**config.mk**
```make
export PLATFORM = sky130hd
export DESIGN_NAME = imem_fetch_ctrl
export DESIGN_NICKNAME = d
export VERILOG_FILES = /design/src/rtl/imem_fetch_ctrl.sv
export SDC_FILE = /design/constraint.sdc
export NUM_CORES = 1
export LEC_CHECK = 0
export CAP_MARGIN = 0
export CORE_MARGIN = 8
export CORE_UTILIZATION = 49
export CTS_CLUSTER_SIZE = 24
export DETAILED_ROUTE_END_ITERATION = 16
export GPL_ROUTABILITY_DRIVEN = 0
export GPL_TIMING_DRIVEN = 0
export MAX_ROUTING_LAYER = met4
export PLACE_DENSITY = 0.81
export SLEW_MARGIN = 20
export SYNTH_ARGS = -nofsm -noshare
export SYNTH_HDL_FRONTEND = slang
export SYNTH_SLANG_ARGS = --single-unit
```
**constraint.sdc**
```tcl
create_clock -name clk -period 8 [get_ports clk]
set_input_delay 1.6 -clock clk [delete_from_list [all_inputs] [get_ports clk]]
set_output_delay 1.6 -clock clk [all_outputs]
set_load 0.03 [all_outputs]
```
**src/rtl/imem_fetch_ctrl.sv**
```systemverilog
// Instruction fetch sequencer: owns the fetch PC, reads the combinational
// instruction store and buffers {pc, instr} pairs for decode.
module imem_fetch_ctrl #(
  parameter logic [31:0] START_ADDR  = 32'h00400000,
  parameter int          DEPTH_WORDS = 64,
  parameter int          QDEPTH      = 2
) (
  input  logic        clk,
  input  logic        rst_n,
  input  logic        fetch_en,
  input  logic        redirect_valid,
  input  logic [31:0] redirect_pc,
  output logic [31:0] imem_pc,
  input  logic [31:0] imem_instruction,
  output logic        if_valid,
  input  logic        if_ready,
  output logic [31:0] if_instr,
  output logic [31:0] if_pc,
  output logic        fetch_fault,
  output logic [31:0] fault_pc,
  output logic [15:0] fetch_count
);

  localparam int          PW        = $clog2(QDEPTH);
  localparam logic [31:0] LAST_ADDR = START_ADDR + 32'(4 * (DEPTH_WORDS - 1));
  localparam logic [PW:0] FULL_CNT  = (PW + 1)'(QDEPTH);

  localparam logic [1:0] S_IDLE  = 2'd0;
  localparam logic [1:0] S_FETCH = 2'd1;
  localparam logic [1:0] S_FAULT = 2'd2;

  logic [1:0]    state;
  logic [31:0]   pc;
  logic [31:0]   q_pc    [QDEPTH];
  logic [31:0]   q_instr [QDEPTH];
  logic [PW-1:0] rd_ptr;
  logic [PW-1:0] wr_ptr;
  logic [PW:0]   count;
  logic          fault;
  logic [31:0]   fault_addr;
  logic [15:0]   push_cnt;

  logic pc_ok;
  logic full;
  logic pop;
  logic push;

  // Unsigned range and alignment check on the current fetch PC.
  assign pc_ok = (pc[1:0] == 2'b00) && (pc >= START_ADDR) && (pc <= LAST_ADDR);
  assign full  = (count == FULL_CNT);
  assign pop   = (count != '0) && if_ready;
  assign push  = (state == S_FETCH) && fetch_en && pc_ok && (!full || pop);

  always_ff @(posedge clk) begin
    if (!rst_n) begin
      state      <= S_IDLE;
      pc         <= START_ADDR;
      rd_ptr     <= '0;
      wr_ptr     <= '0;
      count      <= '0;
      fault      <= 1'b0;
      fault_addr <= '0;
      push_cnt   <= '0;
    end else if (redirect_valid) begin
      // Redirect flushes the queue and cancels any same-cycle push or pop.
      rd_ptr <= '0;
      wr_ptr <= '0;
      count  <= '0;
      pc     <= redirect_pc;
      fault  <= 1'b0;
      if (state == S_FAULT) begin
        state <= fetch_en ? S_FETCH : S_IDLE;
      end
    end else begin
      case (state)
        S_IDLE: begin
          if (fetch_en) begin
            state <= S_FETCH;
          end
        end
        S_FETCH: begin
          if (!fetch_en) begin
            state <= S_IDLE;
          end else if (!pc_ok) begin
            state      <= S_FAULT;
            fault      <= 1'b1;
            fault_addr <= pc;
          end else if (push) begin
            pc <= pc + 32'd4;
          end
        end
        S_FAULT: state <= S_FAULT;
        default: state <= S_IDLE;
      endcase

      if (push) begin
        wr_ptr <= wr_ptr + PW'(1);
        if (push_cnt != 16'hFFFF) begin
          push_cnt <= push_cnt + 16'd1;
        end
      end
      if (pop) begin
        rd_ptr <= rd_ptr + PW'(1);
      end
      case ({push, pop})
        2'b10:   count <= count + (PW + 1)'(1);
        2'b01:   count <= count - (PW + 1)'(1);
        default: count <= count;
      endcase
    end
  end

  // Queue storage carries data only; validity is tracked by count.
  always_ff @(posedge clk) begin
    if (push && rst_n && !redirect_valid) begin
      q_pc[wr_ptr]    <= pc;
      q_instr[wr_ptr] <= imem_instruction;
    end
  end

  assign imem_pc     = pc;
  assign if_valid    = (count != '0);
  assign if_instr    = if_valid ? q_instr[rd_ptr] : 32'd0;
  assign if_pc       = if_valid ? q_pc[rd_ptr] : 32'd0;
  assign fetch_fault = fault;
  assign fault_pc    = fault_addr;
  assign fetch_count = push_cnt;

endmodule

```
==> After elaboration in Yosys (flattened, before gate mapping) <==
Memories as Yosys holds them, arrays and structs flattened. A register that Yosys moved wholly into a read port is not among the register bits.
Cells that the tools add are included.
{ "op_classes": {"div_mod_pow": 0, "addsub": 6, "n_mul": 0, "order_cmp": 2, "n_eq_ne": 9, "shift": 0, "bitwise_logic": 3, "reduce_logical": 25, "mux": 21} }
{ "ops": {"columns": ["cell", "count"], "rows": [
  ["two-way mux 32 bit", 7],
  ["adder 32 x 3 -> 32 bit, second input constant", 1],
  ["greater-or-equal comparator 32 x 23 -> 1 bit, second input constant", 1],
  ["<= comparator 32 x 23 -> 1 bit, second input constant", 1],
  ["adder 16 x 1 -> 16 bit, second input constant", 1],
  ["!= test 16 bit, second input constant", 1],
  ["nonzero test 2 bit", 6],
  ["two-way mux 2 bit", 5],
  ["AND reduction 3 bit", 3],
  ["logical AND 1 bit", 8],
  ["AND reduction 4 bit", 2],
  ["two-way mux 1 bit", 7],
  ["== test 2 bit, second input constant", 3],
  ["case mux 2 bit (3 select lines)", 1],
  ["== test 2 x 1 -> 1 bit, second input constant", 2],
  ["zero test 2 bit", 2],
  ["!= test 4 bit, second input constant", 1],
  ["case mux 2 bit (2 select lines)", 1],
  ["!= test 3 bit, second input constant", 1],
  ["NOT 1 bit", 3],
  ["adder 1 bit, second input constant", 2],
  ["adder 2 x 1 -> 2 bit, second input constant", 1],
  ["zero test 1 bit", 2],
  ["!= test 2 x 1 -> 1 bit, second input constant", 1],
  ["3 further kinds", 3]
]} }
{ "totals": {"mem_bits_rw": 128, "n_memories": 2, "latch_bits": 0, "register_bits": 87, "elab_cells": 76, "output_inout_bits": 146, "inputBits": 69, "rom_bits": 0} }
{ "mem_list": {"columns": ["name", "words", "width", "read_ports", "rd_ports_with_merged_regs", "wr", "line_no", "source"], "rows": [
  ["q_instr", 2, 32, 1, 1, 1, "35", "logic [31:0] q_instr [QDEPTH];"],
  ["q_pc", 2, 32, 1, 1, 1, "34", "logic [31:0] q_pc [QDEPTH];"]
]} }

==> Longest topological paths before layout <==
Gate-level depths: netlist (run 1).
{ "logic_depth": {"word_depth": 10, "mapped_depth": 8, "mapped_depth_nobuf": 7} }

==> Worst setup path after synthesis (run 1) <==
OpenSTA, ideal clock, no wires.
{ "synth_path": {"path_kind": "in2reg", "startpoint": "in fetch_en", "endpoint": "mem q_instr[0][0] (enable)", "setup_slack_ps": 791, "path_buffers": 0, "required_time_ps": 7435, "arrival_ps": 6644, "setup_ps": 565, "stages": 4, "path_cell_list": "nand3b_1 a21o_1 or2_1 nor3_1"} }
{ "synth_between": {"elab_chain_cells": 7} }
{ "synth_lines": {"columns": ["element", "line_no", "source"], "rows": [
  ["start, declared", "10", "input logic fetch_en,"],
  ["logical AND 1 bit (3 in a row)", "52", "assign push = (state == S_FETCH) && fetch_en && pc_ok && (!full || pop);"],
  ["logical AND 1 bit (2 in a row)", "115", "if (push && rst_n && !redirect_valid) begin"],
  ["two-way mux 1 bit", "115", null],
  ["two-way mux 1 bit (implied by the code)", "117", "q_instr[wr_ptr] <= imem_instruction;"],
  ["end, declared", "35", null]
]} }
No other way between the ends.

==> flow_summary.json, run 1 <==
{
  "critPathLaunchType": "register",
  "final_hold_viol_count": 0,
  "worst_slack_ps": 3150,
  "cts_setup_buffers": 0,
  "yosysTopAreaCell": "edfxtp_1",
  "fp.dieH_um": 147,
  "clock_skew_ps": 18.7,
  "syn-instance-count": 691,
  "numCtsBuffers": 22,
  "clkLatencyLatePin_ps": 500,
  "synth_area_leaders": "edfxtp_1 (46%), dfxtp_1 (21%), mux2i_1 (11%)",
  "htree_levels": 1,
  "layout_common_cells": "clkdlybuf4s50_1 (212), edfxtp_1 (128), nor2_1 (114), mux2i_1 (92), dfxtp_1 (88)",
  "maxSlewViolCount": 0,
  "syn-cell-area_um2": 8370,
  "port-buffer-count": 212,
  "required_ps": 6400,
  "p_total_w": 0.00238,
  "cp.arrival_ps": 3250,
  "hold_path.class": "reg2reg",
  "cts_resized": 0,
  "grt_antenna_before_repair": 0,
  "fin_nets": 1015,
  "cap_violations": 0,
  "leakage_nw": 3.85,
  "grt_first_pass_wirelength_um": 34800,
  "rows": 47,
  "cp_slowest_cell": "clkbuf_1",
  "crit_buf_inv": 3,
  "dp_hpwl_um": 16400,
  "cts.sinks": 216,
  "clockBufferDepth": 3,
  "grt_pass1_vias": 6304,
  "end_kind": "output port",
  "design.core.area_um2": 16600,
  "wl_um": 22700,
  "drive_gt1_share_pct": 5.42,
  "synth.distinct_cells": 39,
  "die-area_um2": 21500,
  "synthArstFlopShare_pct": 0,
  "grtUsageTotal_pct": 21.0,
  "critPathMaxStageDelay_ps": 760,
  "grt_max_degree": 15,
  "cts_tree": "done",
  "synthFlopType": "edfxtp_1",
  "io_pins": 215,
  "drt_iter0_drc": 303,
  "synth_area_per_cell_um2": 12.1,
  "clkTransAtPathRegs_ps": 60,
  "post-route-period-util_pct": 60.6,
  "power_density_nw_per_um2": 205,
  "die_w_um": 147,
  "post-place-ws_ps": 3590,
  "peakVddDrop_mv": 0.139,
  "grt-ovfl-total": 0,
  "ant_nets": 0,
  "final_common_cell": "clkdlybuf4s50_1",
  "worst-setup-path-type": "reg2out",
  "fmax_ghz": 0.206,
  "start_util_pct": 50.3,
  "finalCriticalPeriod_ps": 4850,
  "via_count": 6228,
  "run_status": "finished, final reports clean",
  "slew_headroom_pct": 31.7,
  "crit_fanout": 10,
  "worst_pin_slew_ps": 1020,
  "drc": 0,
  "area_growth_pct": 39.3,
  "vias_per_cell": 5.28,
  "cts_hold_buf": 0,
  "crit_chain": "clkbuf_1 > buf_1 > mux2i_1 > nor2_1 > clkdlybuf4s50_1",
  "ys_warn_count": 0,
  "num_antenna_cells": 0,
  "yosys_register_bits": 216,
  "path_delay_family": "buffers and inverters",
  "wire_per_inst_um": 19.2,
  "synth.top_cell.area_share_pct": 45.9,
  "synth_edf_count": 128,
  "fin_tns_setup_ps": 0,
  "rsz0062_at_grt": "false",
  "drtPass1Iterations": 5,
  "finalSetupViolCount": 0,
  "cts_root_buf": "clkbuf_16",
  "ys_seq_area_share_pct": 67.0,
  "synth_fp_nets": 763
}
## routing by layer
metal | vias up | track usage, % | wire (um)
li1 | 2968 | - | -
met1 | 2991 | 23.9 | 9180
met2 | 226 | 35.7 | 11300
met3 | 43 | 4.91 | 1570
met4 | 0 | 7.06 | 631
met5 | - | - | 0
## cell usage after synthesis (4+ instances only)
cell	count
a21oi_1	16
buf_1	7
clkbuf_1	31
dfxtp_1	88
edfxtp_1	128
inv_1	12
mux2i_1	92
nand2_1	47
nand3_1	36
nand4_1	5
nor2_1	114
nor3_1	13
nor4_1	11
o21ai_0	35
o31ai_1	4
xnor2_1	17
## flip-flops by register name (all words and copies together), names as in the netlist, named ones only
register,count
q_instr,64
q_pc,64
fault_pc,32
imem_pc,32
fetch_count,16
count,2
state,2
fetch_fault,1
rd_ptr,1
wr_ptr,1
## stage by stage
| step | cells | instance area [um^2] | hold WS, ps | utilization [%] |
|---|---|---|---|---|
| after global placement | 1123 | 10800 | 445 | 64.7 |
| after detailed placement | 1139 | 10900 | 452 | 65.6 |
| after global routing | 1179 | 11700 | 471 | 70.0 |
| after CTS | 1179 | 11700 | 460 | 70.0 |
| after floorplan | 691 | 8370 | 458 | - |
| final | 1179 | 11700 | 460 | 70.0 |
## tightest hold or removal path, delay by kind of cell (launching register included)
family	cells	cell delay [ps]
DFF	1	310
AOI/OAI and AO/OA	1	50
and+or+nand+nor	1	50
## kinds of logic after synthesis
group | after synthesis | synth area share (%)
simple gates | 242 | 12.7
xor+xnor | 18 | 1.88
compound gates | 67 | 4.59
buf+inv | 53 | 2.41
mux | 92 | 11.0
flops | 216 | 67.0
fa+ha+maj | 3 | 0.449
## worst paths after layout
check                       startpoint                   endpoint  slack [ps]  depth (start not counted)
max                           register               if_instr[10]        3150                          5
min          fault_pc[23]$_SDFFE_PN0P_  fault_pc[23]$_SDFFE_PN0P_         460                          2
max reg2reg    imem_pc[8]$_SDFFE_PN0P_   q_instr[1][20]$_DFFE_PP_        4780                          8
min reg2reg  fault_pc[23]$_SDFFE_PN0P_  fault_pc[23]$_SDFFE_PN0P_         460                          2
## cell type report
type / count / area, um^2
inverters: 13 / 48.8
fillers: 1210 / 4990
multi-input cells: 422 / 2570
plain buffers: 40 / 153
clock buffers: 32 / 629
flip-flops and latches: 216 / 5610
clock inverters: 8 / 110
well taps: 220 / 275
repair buffers: 228 / 2260
## power breakdown
group	leakage (nW)	internal [W]	switching [W]
clock network	0.359	0.000641	0.000400
registers	1.85	0.00119	0.0000208
logic	1.64	0.0000642	0.0000697
total	3.85	0.00189	0.000490
Note: power is estimated with default switching activity, not from simulation.
==> run 2, diff against run 1 <==
clock period = 4.8 ns   (was 8 ns; I/O delays follow)
==> results of run 2 <==
The final DEF is identical to that of run 1. Status: finished, final reports clean.
Main changes from that run: setup slack after placement 3590 ps -> 1030 ps; setup slack after layout 3150 ps -> 591 ps; register-to-register setup slack 4780 ps -> 1580 ps; total power 0.00238 W -> 0.00397 W; worst IR drop on VDD 0.139 mV -> 0.231 mV
